$ cat config.mk
export PLATFORM = sky130hd
export DESIGN_NAME = uart_rx_frame_control_module
export DESIGN_NICKNAME = d
export VERILOG_FILES = /design/src/rtl/uart_rx_frame_control_module.sv
export SDC_FILE = /design/constraint.sdc
export NUM_CORES = 1
export LEC_CHECK = 0
export CAP_MARGIN = 20
export CORE_MARGIN = 2
export CORE_UTILIZATION = 57
export CTS_CLUSTER_DIAMETER = 100
export DETAILED_ROUTE_END_ITERATION = 10
export PLACE_DENSITY = 0.83
export REMOVE_ABC_BUFFERS = 1
export SYNTH_ARGS = -nofsm -noshare
export SYNTH_HDL_FRONTEND = slang
export SYNTH_SLANG_ARGS = --single-unit
$ cat constraint.sdc
create_clock -name CLK -period 3.2 [get_ports CLK]
set_input_delay 0.64 -clock CLK [delete_from_list [all_inputs] [get_ports CLK]]
set_output_delay 0.64 -clock CLK [all_outputs]
set_load 0.02 [all_outputs]
$ cat src/rtl/uart_rx_frame_control_module.sv
`timescale 1ns/1ps
// uart_rx_frame_control_module
//
// Receive-side frame controller for the fixed 7-byte Modbus link. It sits
// behind the UART receiver and does the following:
//   - assembles the byte stream into one frame;
//   - checks the slave address (own address or broadcast 8'h00);
//   - checks the Modbus CRC16 over bytes 0-4 against bytes 5 (low) and 6 (high);
//   - enforces inter-frame silence.
// A good frame is presented in parallel together with a one-cycle done pulse.
// A rejected frame produces a one-cycle error pulse and an error code.
//
// Parameters
//   SLAVE_ADDR      this node's address
//   T_GAP           silence length in CLK cycles (>= 2)
// Ports
//   CLK             system clock, rising edge
//   RSTn            asynchronous active-low reset
//   RX_Done_Sig     one-cycle pulse per received byte
//   RX_Data[7:0]    received byte, valid while RX_Done_Sig is high
//   Frame_Done_Sig  one-cycle pulse, Frame_Data holds a new good frame
//   Frame_Err_Sig   one-cycle pulse, frame rejected
//   Err_Code[1:0]   last rejection: 01 timeout, 10 CRC, 11 address
//   Frame_Data[55:0] last good frame, byte0 at [55:48], byte6 at [7:0]
//   RX_Busy_Sig     high whenever the controller is not idle
module uart_rx_frame_control_module #(
    parameter logic [7:0]  SLAVE_ADDR = 8'h01,
    parameter logic [19:0] T_GAP      = 20'd200_000
) (
    input  logic        CLK,
    input  logic        RSTn,
    input  logic        RX_Done_Sig,
    input  logic [7:0]  RX_Data,
    output logic        Frame_Done_Sig,
    output logic        Frame_Err_Sig,
    output logic [1:0]  Err_Code,
    output logic [55:0] Frame_Data,
    output logic        RX_Busy_Sig
);

    typedef enum logic [1:0] {
        ST_IDLE  = 2'd0,
        ST_RECV  = 2'd1,
        ST_CHECK = 2'd2,
        ST_GAP   = 2'd3
    } state_t;

    localparam logic [19:0] GAP_LAST = T_GAP - 20'd1;

    state_t       state_q, state_d;
    logic [2:0]   cnt_q, cnt_d;
    logic [19:0]  timer_q, timer_d;
    logic [15:0]  crc_q, crc_d;
    logic [7:0]   byte_buf_q [7];
    logic [7:0]   byte_buf_d [7];
    logic [55:0]  buf_flat;
    logic [55:0]  frame_data_q, frame_data_d;
    logic [1:0]   err_code_q, err_code_d;
    logic         done_q, done_d;
    logic         err_q, err_d;
    logic         shift_en;
    logic         timer_last;
    logic         addr_ok;
    logic         crc_ok;

    // One byte of Modbus CRC16 (reflected poly A001), all 8 bit steps unrolled.
    function automatic logic [15:0] crc16_byte(input logic [15:0] crc_in,
                                               input logic [7:0]  data);
        logic [15:0] c;
        c = crc_in ^ {8'h00, data};
        for (int i = 0; i < 8; i++) begin
            c = c[0] ? ((c >> 1) ^ 16'hA001) : (c >> 1);
        end
        return c;
    endfunction

    assign timer_last = (timer_q == GAP_LAST);
    assign addr_ok    = (byte_buf_q[0] == SLAVE_ADDR) || (byte_buf_q[0] == 8'h00);
    assign crc_ok     = ({byte_buf_q[6], byte_buf_q[5]} == crc_q);

    // Bytes are only taken while a frame is still being collected. Once the
    // counter holds 7, further bytes are dropped until the gap has elapsed.
    assign shift_en = RX_Done_Sig &&
                      ((state_q == ST_IDLE) || ((state_q == ST_RECV) && (cnt_q != 3'd7)));

    // Shift buffer: new bytes enter at slot 6, so byte0 ends up in slot 0
    // after seven shifts.
    generate
        for (genvar gi = 0; gi < 7; gi++) begin : g_buf
            if (gi < 6) begin : g_mid
                assign byte_buf_d[gi] = shift_en ? byte_buf_q[gi+1] : byte_buf_q[gi];
            end else begin : g_tail
                assign byte_buf_d[gi] = shift_en ? RX_Data : byte_buf_q[gi];
            end
            assign buf_flat[55-8*gi -: 8] = byte_buf_q[gi];
        end
    endgenerate

    // State register and all datapath flops.
    always_ff @(posedge CLK or negedge RSTn) begin
        if (!RSTn) begin
            state_q      <= ST_IDLE;
            cnt_q        <= 3'd0;
            timer_q      <= 20'd0;
            crc_q        <= 16'hFFFF;
            frame_data_q <= 56'h0;
            err_code_q   <= 2'b00;
            done_q       <= 1'b0;
            err_q        <= 1'b0;
            for (int i = 0; i < 7; i++) begin
                byte_buf_q[i] <= 8'h00;
            end
        end else begin
            state_q      <= state_d;
            cnt_q        <= cnt_d;
            timer_q      <= timer_d;
            crc_q        <= crc_d;
            frame_data_q <= frame_data_d;
            err_code_q   <= err_code_d;
            done_q       <= done_d;
            err_q        <= err_d;
            for (int i = 0; i < 7; i++) begin
                byte_buf_q[i] <= byte_buf_d[i];
            end
        end
    end

    // Next-state logic.
    always_comb begin
        state_d = state_q;
        case (state_q)
            ST_IDLE: begin
                if (RX_Done_Sig) begin
                    state_d = ST_RECV;
                end
            end
            ST_RECV: begin
                // A byte arriving in the timeout cycle keeps the frame alive.
                if (cnt_q == 3'd7) begin
                    state_d = ST_CHECK;
                end else if (!RX_Done_Sig && timer_last) begin
                    state_d = ST_IDLE;
                end
            end
            ST_CHECK: begin
                state_d = ST_GAP;
            end
            ST_GAP: begin
                if (!RX_Done_Sig && timer_last) begin
                    state_d = ST_IDLE;
                end
            end
            default: begin
                state_d = ST_IDLE;
            end
        endcase
    end

    // Datapath and pulse generation.
    always_comb begin
        cnt_d        = cnt_q;
        timer_d      = timer_q;
        crc_d        = crc_q;
        frame_data_d = frame_data_q;
        err_code_d   = err_code_q;
        done_d       = 1'b0;
        err_d        = 1'b0;
        case (state_q)
            ST_IDLE: begin
                cnt_d   = 3'd0;
                timer_d = 20'd0;
                crc_d   = 16'hFFFF;
                if (RX_Done_Sig) begin
                    crc_d = crc16_byte(16'hFFFF, RX_Data);
                    cnt_d = 3'd1;
                end
            end
            ST_RECV: begin
                if (cnt_q != 3'd7) begin
                    if (RX_Done_Sig) begin
                        // Bytes 5 and 6 carry the CRC itself and are not hashed.
                        if (cnt_q < 3'd5) begin
                            crc_d = crc16_byte(crc_q, RX_Data);
                        end
                        cnt_d   = cnt_q + 3'd1;
                        timer_d = 20'd0;
                    end else if (timer_last) begin
                        err_d      = 1'b1;
                        err_code_d = 2'b01;
                        cnt_d      = 3'd0;
                        timer_d    = 20'd0;
                        crc_d      = 16'hFFFF;
                    end else begin
                        timer_d = timer_q + 20'd1;
                    end
                end
            end
            ST_CHECK: begin
                cnt_d   = 3'd0;
                timer_d = 20'd0;
                crc_d   = 16'hFFFF;
                if (!addr_ok) begin
                    err_d      = 1'b1;
                    err_code_d = 2'b11;
                end else if (!crc_ok) begin
                    err_d      = 1'b1;
                    err_code_d = 2'b10;
                end else begin
                    done_d       = 1'b1;
                    frame_data_d = buf_flat;
                end
            end
            ST_GAP: begin
                // Any byte during the gap restarts the silence window.
                if (RX_Done_Sig || timer_last) begin
                    timer_d = 20'd0;
                end else begin
                    timer_d = timer_q + 20'd1;
                end
            end
            default: begin
                cnt_d   = 3'd0;
                timer_d = 20'd0;
                crc_d   = 16'hFFFF;
            end
        endcase
    end

    assign Frame_Done_Sig = done_q;
    assign Frame_Err_Sig  = err_q;
    assign Err_Code       = err_code_q;
    assign Frame_Data     = frame_data_q;
    assign RX_Busy_Sig    = (state_q != ST_IDLE);

endmodule

==> impl_results.rst <==
.. list-table::
   :header-rows: 1

   * - Metric
     - Value
   * - Post-layout utilization of the core
     - 0.700
   * - Switching share of power
     - 0.318
   * - Antenna Violating Nets Remaining
     - 0
   * - Vias in the first global route
     - roughly 5,000
   * - WP data arrival
     - 2.95 ns
   * - Leakage
     - 3.79 nW
   * - Die outline area
     - 13,500 µm²
   * - Max IR drop VDD
     - 0.000486 V
   * - Count of H-tree levels built during CTS
     - 4
   * - Average wire per cell in the routed design
     - 17.5 µm
   * - Post-synthesis sequential element count
     - 157
   * - Clock Tree Buf Depth
     - 2
   * - Wire length of the first global-routing pass
     - 24.4 mm
   * - Die extent in y
     - 116 µm
   * - Fraction of power consumed by sequential logic
     - 0.419
   * - Count of routing violations after the opening detailed-route iteration
     - 444
   * - Dominant cells by area after synthesis
     - sky130_fd_sc_hd__dfrtp_1, sky130_fd_sc_hd__mux2_2, sky130_fd_sc_hd__dfstp_2
   * - Layout Nets
     - around 680
   * - Post-CTS setup buffer count
     - 0
   * - Antenna violations before repair
     - 0
   * - Internal power
     - 4.99 mW
   * - Post-DP HPWL
     - 10.0 mm
   * - Pin count of the biggest net entering global routing
     - 63
   * - Number of library cell types mapped by synthesis
     - 46
   * - Total routed wire length on the met1 layer
     - 6.49 mm
   * - Post-synthesis average cell area
     - 12.3 µm²
   * - Maximum net fanout on the critical path
     - 33
   * - Final GP Congestion
     - 0.897
   * - EDFF count, synth
     - 0
   * - Area added between synthesis and finish
     - 21.3%
   * - Starting utilization of the core area
     - 0.577
   * - Part of the total power dissipated in combinational logic
     - 0.309
   * - # clock sinks
     - approximately 160
   * - Critical path class
     - register to register
   * - Count of standard-cell rows
     - 41
   * - Maximum clock frequency
     - 0.377 GHz
   * - Seq. cell area
     - 3950 µm²
   * - Cell accounting for the most synthesized area
     - sky130_fd_sc_hd__dfrtp_1
   * - FILL cells
     - about 900
   * - Die width
     - 116 µm
   * - Unrepaired setup endpoints after global routing
     - false
   * - Total wire length after detailed routing
     - 14.7 mm
   * - Final clock period utilization by the worst path
     - 0.829
   * - Count of maximum capacitance violations
     - 0
   * - Gate count after technology mapping
     - 584
   * - Setup slack of the critical path after layout
     - 0.548 ns
   * - CTS Hold Buffers Added
     - 0
   * - Total buffers and inverters traversed by the critical path
     - 1
   * - Share of post-route cells with drive strength above 1
     - 0.270
   * - Routed met2 length
     - roughly 7.3 mm
   * - Synth Warn #
     - 0
   * - Pre-CTS setup slack
     - about 0.22 ns
   * - Part of the total power dissipated in the clock network
     - 0.272
   * - Area fraction of the dominant cell type after synthesis
     - 0.490
   * - List of cells traversed by the critical path
     - xnor2_1 > nand4_1 > nor4_1 > and2_2 > buf_12 > mux2_2
   * - Crit path max-delay cell type
     - sky130_fd_sc_hd__dfstp_2
   * - Clk Latency, worst-skew pair
     - between 0.4 and 0.5 ns
   * - Run status
     - finished clean
   * - Psw
     - 2.33 mW
   * - Power Dens Cells
     - 838 nW/µm²
   * - Most common flop cell mapped by yosys
     - sky130_fd_sc_hd__dfrtp_1
   * - Placeable Area
     - 12,500 µm²
   * - Path class of the lowest-slack min-delay path
     - input pin to async pin
   * - Antenna fix cells
     - 0
   * - Portion of the post-synthesis area used by sequential elements
     - 0.549
   * - Slew at the pin closest to its max-slew limit
     - 0.839 ns
   * - Highest routing layer actually used
     - met4
   * - Highest cell delay on the worst timing path
     - around 0.6 ns
   * - Number of search-and-repair iterations in the first detailed-routing pass
     - 4
   * - Total routing usage reported by global routing
     - 0.235
   * - Final worst clock skew
     - 0.00809 ns
   * - Inserted Clock Buffers
     - 17
   * - Tmin final
     - 2.65 ns
   * - Area used by multi-input combinational logic
     - 3090 µm²
   * - Slew HR
     - 0.439
   * - TritonCTS clock tree
     - done
   * - Cell area after synthesis
     - 7200 µm²
   * - CP startpoint kind
     - register
   * - Final setup violation count
     - 0
   * - Gr ovfl total
     - 0
   * - Capturing element type of the critical path
     - register
   * - # IOs
     - 72
   * - Number of resized instances in the post-cts repair step
     - 0
   * - Via-per-instance ratio
     - 5.65
   * - # DRC
     - 0
   * - Top Family by Delay on Critical Path
     - simple AND/OR/NAND/NOR gates
   * - Clock slew seen by the registers of the worst setup and hold paths
     - around 0.060 ns
   * - Clock root buffer master
     - sky130_fd_sc_hd__clkbuf_16
   * - Total count of hold-check failures in the final report
     - 0
   * - Sum of met3 wire segment lengths after detailed routing
     - 687 µm
   * - Critical Path RT
     - 3.50 ns
   * - Via count
     - 4,761
   * - Post-synth ARST share
     - 1.00
   * - PortBufs
     - ~70
   * - Pins over their slew limit
     - 0
==> cells in the mapped netlist (3+ instances only) <==
cell type and n:
sky130_fd_sc_hd__o31ai_1 4, sky130_fd_sc_hd__nor3_1 3, sky130_fd_sc_hd__mux2i_1 4, sky130_fd_sc_hd__buf_4 3, sky130_fd_sc_hd__a21oi_1 18, sky130_fd_sc_hd__inv_1 9, sky130_fd_sc_hd__buf_2 5, sky130_fd_sc_hd__nand2_1 20
sky130_fd_sc_hd__nand3_1 9, sky130_fd_sc_hd__and3_1 3, sky130_fd_sc_hd__clkbuf_1 19, sky130_fd_sc_hd__o21ai_0 37, sky130_fd_sc_hd__and2_1 7, sky130_fd_sc_hd__xor2_1 15, sky130_fd_sc_hd__xnor2_1 43, sky130_fd_sc_hd__dfrtp_1 141
sky130_fd_sc_hd__or4_1 3, sky130_fd_sc_hd__ha_1 8, sky130_fd_sc_hd__mux2_2 113, sky130_fd_sc_hd__o31a_1 3, sky130_fd_sc_hd__nor4_1 6, sky130_fd_sc_hd__dfstp_2 16, sky130_fd_sc_hd__nand4_1 16, sky130_fd_sc_hd__nor2_1 38
sky130_fd_sc_hd__nand2b_1 4, sky130_fd_sc_hd__nor2b_1 10
==> registers in the layout, indices dropped and copies added (netlist names) <==
name and flops:
buf_flat 56, cnt_q 3, Frame_Done_Sig 1, timer_q 20, Frame_Err_Sig 1, crc_q 16, Frame_Data 56, state_q 2
Err_Code 2
==> worst reg2reg max path, delay by kind of cell (launching register included) <==
| kind | cells | cell delay [ns] |
|---|---|---|
| and+or+nand+nor | 3 | 1.16 |
| DFF | 1 | 0.60 |
| muxes | 1 | 0.38 |
| buffers and inverters | 1 | 0.25 |
| xor gates and xnor gates | 1 | 0.13 |
==> per-layer routing <==
| metal | up-vias | track usage |
|---|---|---|
| met3 | 26 | 0.0586 |
| li1 | 2194 | - |
| met2 | 129 | 0.375 |
| met4 | 0 | 0.0929 |
| met1 | 2412 | 0.312 |
| met5 | - | 0 |
==> per-stage QoR <==
| step | setup TNS (ns) | total power, mW | std cells | cell area [µm²] | hold WS [ns] |
|---|---|---|---|---|---|
| 2_1_floorplan | -134.44 | 4.72 | 555 | 7060 | 0.344 |
| 3_3_place_gp | 0 | 5.22 | 811 | 8140 | 0.481 |
| 3_5_place_dp | 0 | 5.32 | 811 | 8140 | 0.484 |
| 4_1_cts | 0 | 7.36 | 842 | 8730 | 0.209 |
| 5_1_grt | 0 | 7.73 | 842 | 8730 | 0.220 |
| 6_report | 0 | 7.31 | 842 | 8730 | 0.199 |
==> placed cells by master, fill, tap and decap left out, types with 4 or more instances in the layout <==
master,Yosys,routed
sky130_fd_sc_hd__and2_1,7,6
sky130_fd_sc_hd__mux2i_1,4,4
sky130_fd_sc_hd__mux2_2,113,113
sky130_fd_sc_hd__ha_1,8,8
sky130_fd_sc_hd__clkbuf_16,0,17
sky130_fd_sc_hd__dfrtp_1,141,141
sky130_fd_sc_hd__nand4_1,16,16
sky130_fd_sc_hd__nor2b_1,10,10
sky130_fd_sc_hd__nand3_1,9,9
sky130_fd_sc_hd__o31ai_1,4,4
sky130_fd_sc_hd__inv_1,9,9
sky130_fd_sc_hd__nand2_1,20,20
sky130_fd_sc_hd__nor2_1,38,38
sky130_fd_sc_hd__o21ai_0,37,36
sky130_fd_sc_hd__xor2_1,15,15
sky130_fd_sc_hd__dfstp_2,16,16
sky130_fd_sc_hd__a21oi_1,18,18
sky130_fd_sc_hd__buf_4,3,10
sky130_fd_sc_hd__nor4_1,6,6
sky130_fd_sc_hd__nand2b_1,4,4
sky130_fd_sc_hd__xnor2_1,43,43
sky130_fd_sc_hd__clkdlybuf4s50_1,0,70
==> logic make-up after synthesis <==
logic type                 count (synthesis)  share of synthesized area
AOI/OAI and AO/OA                         74                     0.0583
buffers and inverters                     38                     0.0233
xor gates and xnor gates                  61                     0.0802
muxes                                    117                      0.182
DFF                                      157                      0.549
adders and majority gates                  8                     0.0139
and+or+nand+nor                          129                     0.0932
==> final timing paths <==
check,slack [ns],cells past startpoint,end,from
min in group CLK,0.50,1,Frame_Data[46],Frame_Data[46]
min reg2reg,0.50,1,Frame_Data[46],Frame_Data[46]
max reg2reg,0.55,6,Frame_Data[30],crc_q[4]
max,0.55,6,Frame_Data[30],crc_q[4]
max in group asynchronous,2.11,2,buf_flat[6],RSTn
min,0.20,1,Frame_Data[47],RSTn
==> area by class of cell <==
type                    instances  area share
flip-flops and latches        157       0.452
clock inverters                12      0.0158
multi-input cells             389       0.354
inverters                       9     0.00387
clock buffers                  19      0.0519
well taps                     172      0.0247
repair buffers                 84      0.0971
==> power groups by stage <==
stage	clock network, mW	registers, mW	logic, mW
2_1_floorplan	0	2.91	1.81
3_3_place_gp	0	3.05	2.17
3_5_place_dp	0	3.09	2.23
4_1_cts	2.04	3.06	2.26
5_1_grt	2.12	3.14	2.47
6_report	1.99	3.06	2.26
Note: power is estimated with default switching activity, not from simulation.
